[src/rtl/uart_rx_fifo.sv]
// Receive-side byte FIFO behind the UART receiver. Each completed byte is queued
// with a framing-error tag. It also keeps a sticky overflow flag and a saturating error count.
module uart_rx_fifo #(
  parameter int Depth = 8,
  parameter int Width = 8
) (
  input  logic                   clk,
  input  logic                   reset,
  input  logic [Width-1:0]       rxData,
  input  logic                   rxDone,
  input  logic                   rxErr,
  output logic [Width-1:0]       outData,
  output logic                   outFrameErr,
  output logic                   outValid,
  input  logic                   outReady,
  output logic [$clog2(Depth):0] count,
  output logic                   overflow,
  input  logic                   clearOverflow,
  output logic [7:0]             errCount
);

  localparam int PtrW = $clog2(Depth);
  localparam logic [PtrW:0]   FullCount = (PtrW+1)'(Depth);
  localparam logic [PtrW:0]   CntOne    = (PtrW+1)'(1);
  localparam logic [PtrW-1:0] PtrOne    = PtrW'(1);

  function automatic logic [7:0] satInc(input logic [7:0] v);
    return (v == 8'hFF) ? v : v + 8'd1;
  endfunction

  logic [Width-1:0] dataMem [Depth];
  logic             tagMem  [Depth];
  logic [PtrW-1:0]  wrPtr, rdPtr;
  logic             pushPending, pendingErr;
  logic             full, pop, pushOk, drop, tagIn;

  assign full     = (count == FullCount);
  assign outValid = (count != '0);
  assign pop      = outValid && outReady;
  // A pop in the same cycle frees the slot, so a push into a full queue still lands.
  assign pushOk   = pushPending && (!full || pop);
  assign drop     = pushPending && full && !pop;
  assign tagIn    = pendingErr | rxErr;

  // Storage is data only; it carries no reset.
  always_ff @(posedge clk) begin
    if (pushOk) begin
      dataMem[wrPtr] <= rxData;
      tagMem[wrPtr]  <= tagIn;
    end
  end

  always_ff @(posedge clk or posedge reset) begin
    if (reset) begin
      pushPending <= 1'b0;
      pendingErr  <= 1'b0;
      wrPtr       <= '0;
      rdPtr       <= '0;
      count       <= '0;
      overflow    <= 1'b0;
      errCount    <= '0;
    end else begin
      // Receiver loads rxData one cycle after rxDone, so the write is delayed a cycle.
      pushPending <= rxDone;
      if (pushPending)
        pendingErr <= 1'b0;
      else if (rxErr)
        pendingErr <= 1'b1;
      if (pushOk) wrPtr <= wrPtr + PtrOne;
      if (pop)    rdPtr <= rdPtr + PtrOne;
      case ({pushOk, pop})
        2'b10:   count <= count + CntOne;
        2'b01:   count <= count - CntOne;
        default: count <= count;
      endcase
      if (drop)
        overflow <= 1'b1;
      else if (clearOverflow)
        overflow <= 1'b0;
      if (rxErr) errCount <= satInc(errCount);
    end
  end

  always_comb begin
    outData     = '0;
    outFrameErr = 1'b0;
    if (outValid) begin
      outData     = dataMem[rdPtr];
      outFrameErr = tagMem[rdPtr];
    end
  end

endmodule

[config.mk]
export PLATFORM = sky130hd
export DESIGN_NAME = uart_rx_fifo
export DESIGN_NICKNAME = d
export VERILOG_FILES = /design/src/rtl/uart_rx_fifo.sv
export SDC_FILE = /design/constraint.sdc
export NUM_CORES = 1
export LEC_CHECK = 0
export BUFFER_PORTS_ARGS = -buffer_cell sky130_fd_sc_hd__buf_2
export CAP_MARGIN = 10
export CORE_MARGIN = 5
export CORE_UTILIZATION = 58
export DETAILED_ROUTE_END_ITERATION = 8
export PLACE_DENSITY = 0.78
export SLEW_MARGIN = 15
export SYNTH_ARGS = -nofsm -noshare
export SYNTH_HDL_FRONTEND = slang
export SYNTH_SLANG_ARGS = --single-unit
[constraint.sdc]
create_clock -name clk -period 3.2 [get_ports clk]
set_clock_uncertainty 0.05 [all_clocks]
set_input_delay 0.64 -clock clk [delete_from_list [all_inputs] [get_ports clk]]
set_output_delay 0.64 -clock clk [all_outputs]
set_load 0.01 [all_outputs]
Word-level counts from Yosys, hierarchy flattened
Memories as Yosys holds them, arrays and structs flattened.
Index checks and enable logic that the tools add are counted.
W data, S select, Z words.
Word-level totals
  output and inout bits: 23
  logic and storage cells: 41
  bits in latches: 0
  memory bits (read-only): 0
  input bits: 14
  memory bits (writable): 72
  register bits: 21
  memories kept: 2
Cells by class
  shift operators: 0
  reductions and logical operators: 12
  div/mod/pow operators: 0
  eq/ne operators: 4
  magnitude comparators: 0
  multiply operators: 0
  add/subtract/negate cells: 5
  muxes and demuxes: 9
  bitwise logic cells: 2
Memories
  dataMem: depth 8, bits a word 8, rd ports 1, clocked after memory_dff 0, write ports 1, line 31  | logic [Width-1:0] dataMem [Depth];
  tagMem: depth 8, bits a word 1, rd ports 1, clocked after memory_dff 0, write ports 1, line 32  | logic tagMem [Depth];
Operator list (count)
  $add A8 B1 Y8 const B: 1
  $eq A8 B8 Y1 const B: 1
  $mux W8: 1
  $pmux W4 S2: 1
  $mux W1: 7
  $add A3 B1 Y3 const B: 2
  $reduce_bool A2 Y1: 3
  $add A4 B1 Y4 const B: 1
  $eq A4 B4 Y1 const B: 1
  $logic_and A1 B1 Y1: 4
  $reduce_bool A4 Y1: 1
  $sub A4 B1 Y4 const B: 1
  $eq A2 B1 Y1 const B: 1
  $eq A2 B2 Y1 const B: 1
  $logic_not A1 Y1: 2
  $reduce_and A2 Y1: 1
  $logic_or A1 B1 Y1: 1
  $not A1 Y1: 1
  $or A1 B1 Y1: 1

Depth between registers and ports, before layout
  depth in word-level cells: 6
  depth in mapped cells: 9
  depth with buffers taken out: 8

Worst setup path before layout
Ideal clock, no wire load.
  kind: input to register
  start: input port outReady
  end: memory dataMem[2][0], enable pin
  stages: 3
  path buffers: 0
  data required time: 2747 ps
  setup time: 403 ps
  slack: 830 ps
  arrival: 1917 ps
  cells stage by stage: nand2b_1 -> o21ai_2 -> nor4b_1
Between the ends
  cells in the longest elaborated chain, start to end: 5
RTL lines
  start: declaration: line 15  | input logic outReady,
  $logic_and A1 B1 Y1: line 39  | assign pop = outValid && outReady;
  $logic_or A1 B1 Y1: line 41  | assign pushOk = pushPending && (!full || pop);
  $logic_and A1 B1 Y1: line 41
  $mux W1: line 47  | if (pushOk) begin
  $mux W1 (not written as such): line 48  | dataMem[wrPtr] <= rxData;
  end: declaration: line 31
Every way passes these cells.

Worst setup path after layout
  start: register rdPtr[1]
  end: output port outData[6]
Between the ends
  cells in the longest elaborated chain, start to end: 2
RTL lines
  start: declaration: line 33  | logic [PtrW-1:0] wrPtr, rdPtr;
  start signal: assignment: line 70  | if (pop) rdPtr <= rdPtr + PtrOne;
  $mem_v2 Z8 W8
  $mux W8: line 87  | if (outValid) begin
  end: declaration: line 12  | output logic [Width-1:0] outData,
Every way passes these cells.

==> out/results.ini <==
[global_route]
grtUsageTotal=0.181
grt_pass1_vias=2178
grt_pass1_wl_um=11600
antenna_found_initial=0
grt-ovfl-total=0
grt_max_degree=31

[setup_path]
critPathKind=reg2out
worstPathArrival_ps=2270
cp.required_ps=2510
crit_fanout=30
rrSetupSlack_ps=1020
cp_cell_sequence=mux2i_1 > a221o_1 > a221oi_2 > buf_2
slowest_delay_ps=940
r2r-start=count[0]
critPathLaunch=rdPtr[1]
r2r-end=count[2]
reg2regPathDepth=8
crit_path_start_kind=flop
end_kind=output pin
cpMaxStageDelayCell=dfrtp_2
cp-endpoint=outData[6]

[synth]
synth_ff_type=edfxtp_1
syn_area_mm2=0.00389
synth_top_area_cell=edfxtp_1
synth-warning-count=0
synth_top_area_frac=0.556
ys_async_sr_fraction=0.226
yosysUniqueCellTypes=43
synthTopCellsByArea=edfxtp_1 (56%), dfrtp_1 (14%), mux2i_1 (10%)
synth_nets=263
synth_edf_count=72
syn_avg_cell_area_um2=15.9
ys_seq_area_frac=0.691
syn_inst=245
ys_ff_latch=93

[clocking]
insertion_delay_ps=340
cts_buffers=9
cts_buffer_depth=2
htreeDepth=3
cts.root.buffer_cell=clkbuf_8
clk_pin_slew_ps=90
postCtsSetupBuffers=0
cts_sinks=93
cts_hold_buffers=0
cts_tree=done
cts.repair.resized=0

[timing]
fmax_ghz=0.338
setup_violations=0
finalSetupTns_ps=0
drv_slew=0
rsz0062_at_grt=no
hold_viol=0
whs_ps=341
finalCritPeriodShare=0.924
worst_pin_slew_ps=859
min_period_ps=2960
slew_headroom=0.427

[floorplanning]
die_area_mm2=0.00844
rows=29
io_pins=37
start_util=0.605
die-width_um=91.9
die_h_um=91.9
design.core.area_mm2=0.00642

[job]
drv_cap=0

[cells_and_area]
utilization=0.688
fin_nets=316
syn_to_final_growth_pct=13.7
drive_gt1_frac=0.261
antenna_cells=0
layout_commonest_cell=edfxtp_1
final_cell_mix=edfxtp_1 (72), mux2i_1 (39), buf_2 (36)

[hold_path]
hold_class=in2reg
hold_start=rxDone

[pwr]
power_density_mw_per_mm2=895
vdd_ir_drop_max_v=0.000480
leakagePower_nw=1.71

[route]
vias_per_cell=5.82
wl_per_cell_um=19.0
first_pass_iters=5
drt_iter0_drc=125
ant_nets=0
drc=0
routed_wl_um=7210
via_count=2211

[status]
status=finished clean

[placement]
port_buffers=36
hpwl_um=4760
gp_congestion=0.810

how the worst min path moves through the flow:
stage,end,depth (start not counted)
2_1_floorplan,rdPtr[2],1
3_3_place_gp,overflow,2
3_5_place_dp,errCount[0],1
4_1_cts,pushPending,1
5_1_grt,pushPending,1
6_report,pushPending,1
cells by family (layout without fill, tap and decap cells):
group | count (synthesis) | count (layout) | share of synthesized area
compound gates | 30 | 30 | 0.0672
xor+xnor | 10 | 10 | 0.0225
fa+ha+maj | 4 | 4 | 0.0129
buf+inv | 16 | 74 | 0.0254
flops | 93 | 93 | 0.691
mux | 42 | 42 | 0.109
simple gates | 50 | 50 | 0.0718
where the power goes:
group / switching, W / internal, W / total (W)
clock network: 0.000405 / 0.000367 / 0.000772
registers: 0.000290 / 0.00154 / 0.00183
logic: 0.000681 / 0.000669 / 0.00135
metal layers:
metal,track usage,vias to the layer above,share of wire
li1,-,1070,-
met1,0.257,1092,0.47
met2,0.277,41,0.48
met3,0.0311,8,0.032
met4,0.0804,0,0.013
met5,0,-,0
layout make-up:
cell class	count	area (µm²)
Timing Repair Buffer	52	300
Fill cell	447	2000
Inverter	6	22.5
Multi-Input combinational cell	136	1110
Sequential cell	93	2690
Clock buffer	10	128
Tap cell	77	96.3
Clock inverter	6	71.3
state kept, by name, indices dropped and copies added (netlist names):
name / cells
tagMem: 8
overflow: 1
count: 4
errCount: 8
pendingErr: 1
wrPtr: 3
rdPtr: 3
dataMem: 64
pushPending: 1
cells in the mapped netlist (3+ instances only):
| library cell | count |
|---|---|
| ha_1 | 4 |
| clkbuf_1 | 3 |
| a221oi_1 | 8 |
| nand2_1 | 11 |
| mux2i_1 | 39 |
| nor2_1 | 4 |
| nor2b_1 | 3 |
| a21oi_1 | 3 |
| nand4_1 | 3 |
| inv_1 | 6 |
| nor3_1 | 6 |
| a221o_1 | 9 |
| dfrtp_1 | 21 |
| xnor2_1 | 9 |
| nand3_1 | 7 |
| mux2_2 | 3 |
| edfxtp_1 | 72 |
metrics by stage:
| step | instance area (µm²) | power, W | instances | setup slack, ps |
|---|---|---|---|---|
| after detailed placement | 4220 | 0.00323 | 364 | 578 |
| after global routing | 4420 | 0.00420 | 380 | 92.3 |
| after floorplan | 3890 | 0.00275 | 245 | 830 |
| final | 4420 | 0.00396 | 380 | 243 |
| after global placement | 4220 | 0.00317 | 364 | 600 |
| after CTS | 4420 | 0.00400 | 380 | 187 |
worst max-delay path: cells and delay by family, from the launching register on:
family,cells,cell delay (ps)
compound gates,2,620
buf+inv,1,190
flops,1,940
mux,1,170
No activity file was read; power rests on OpenSTA's default activity.
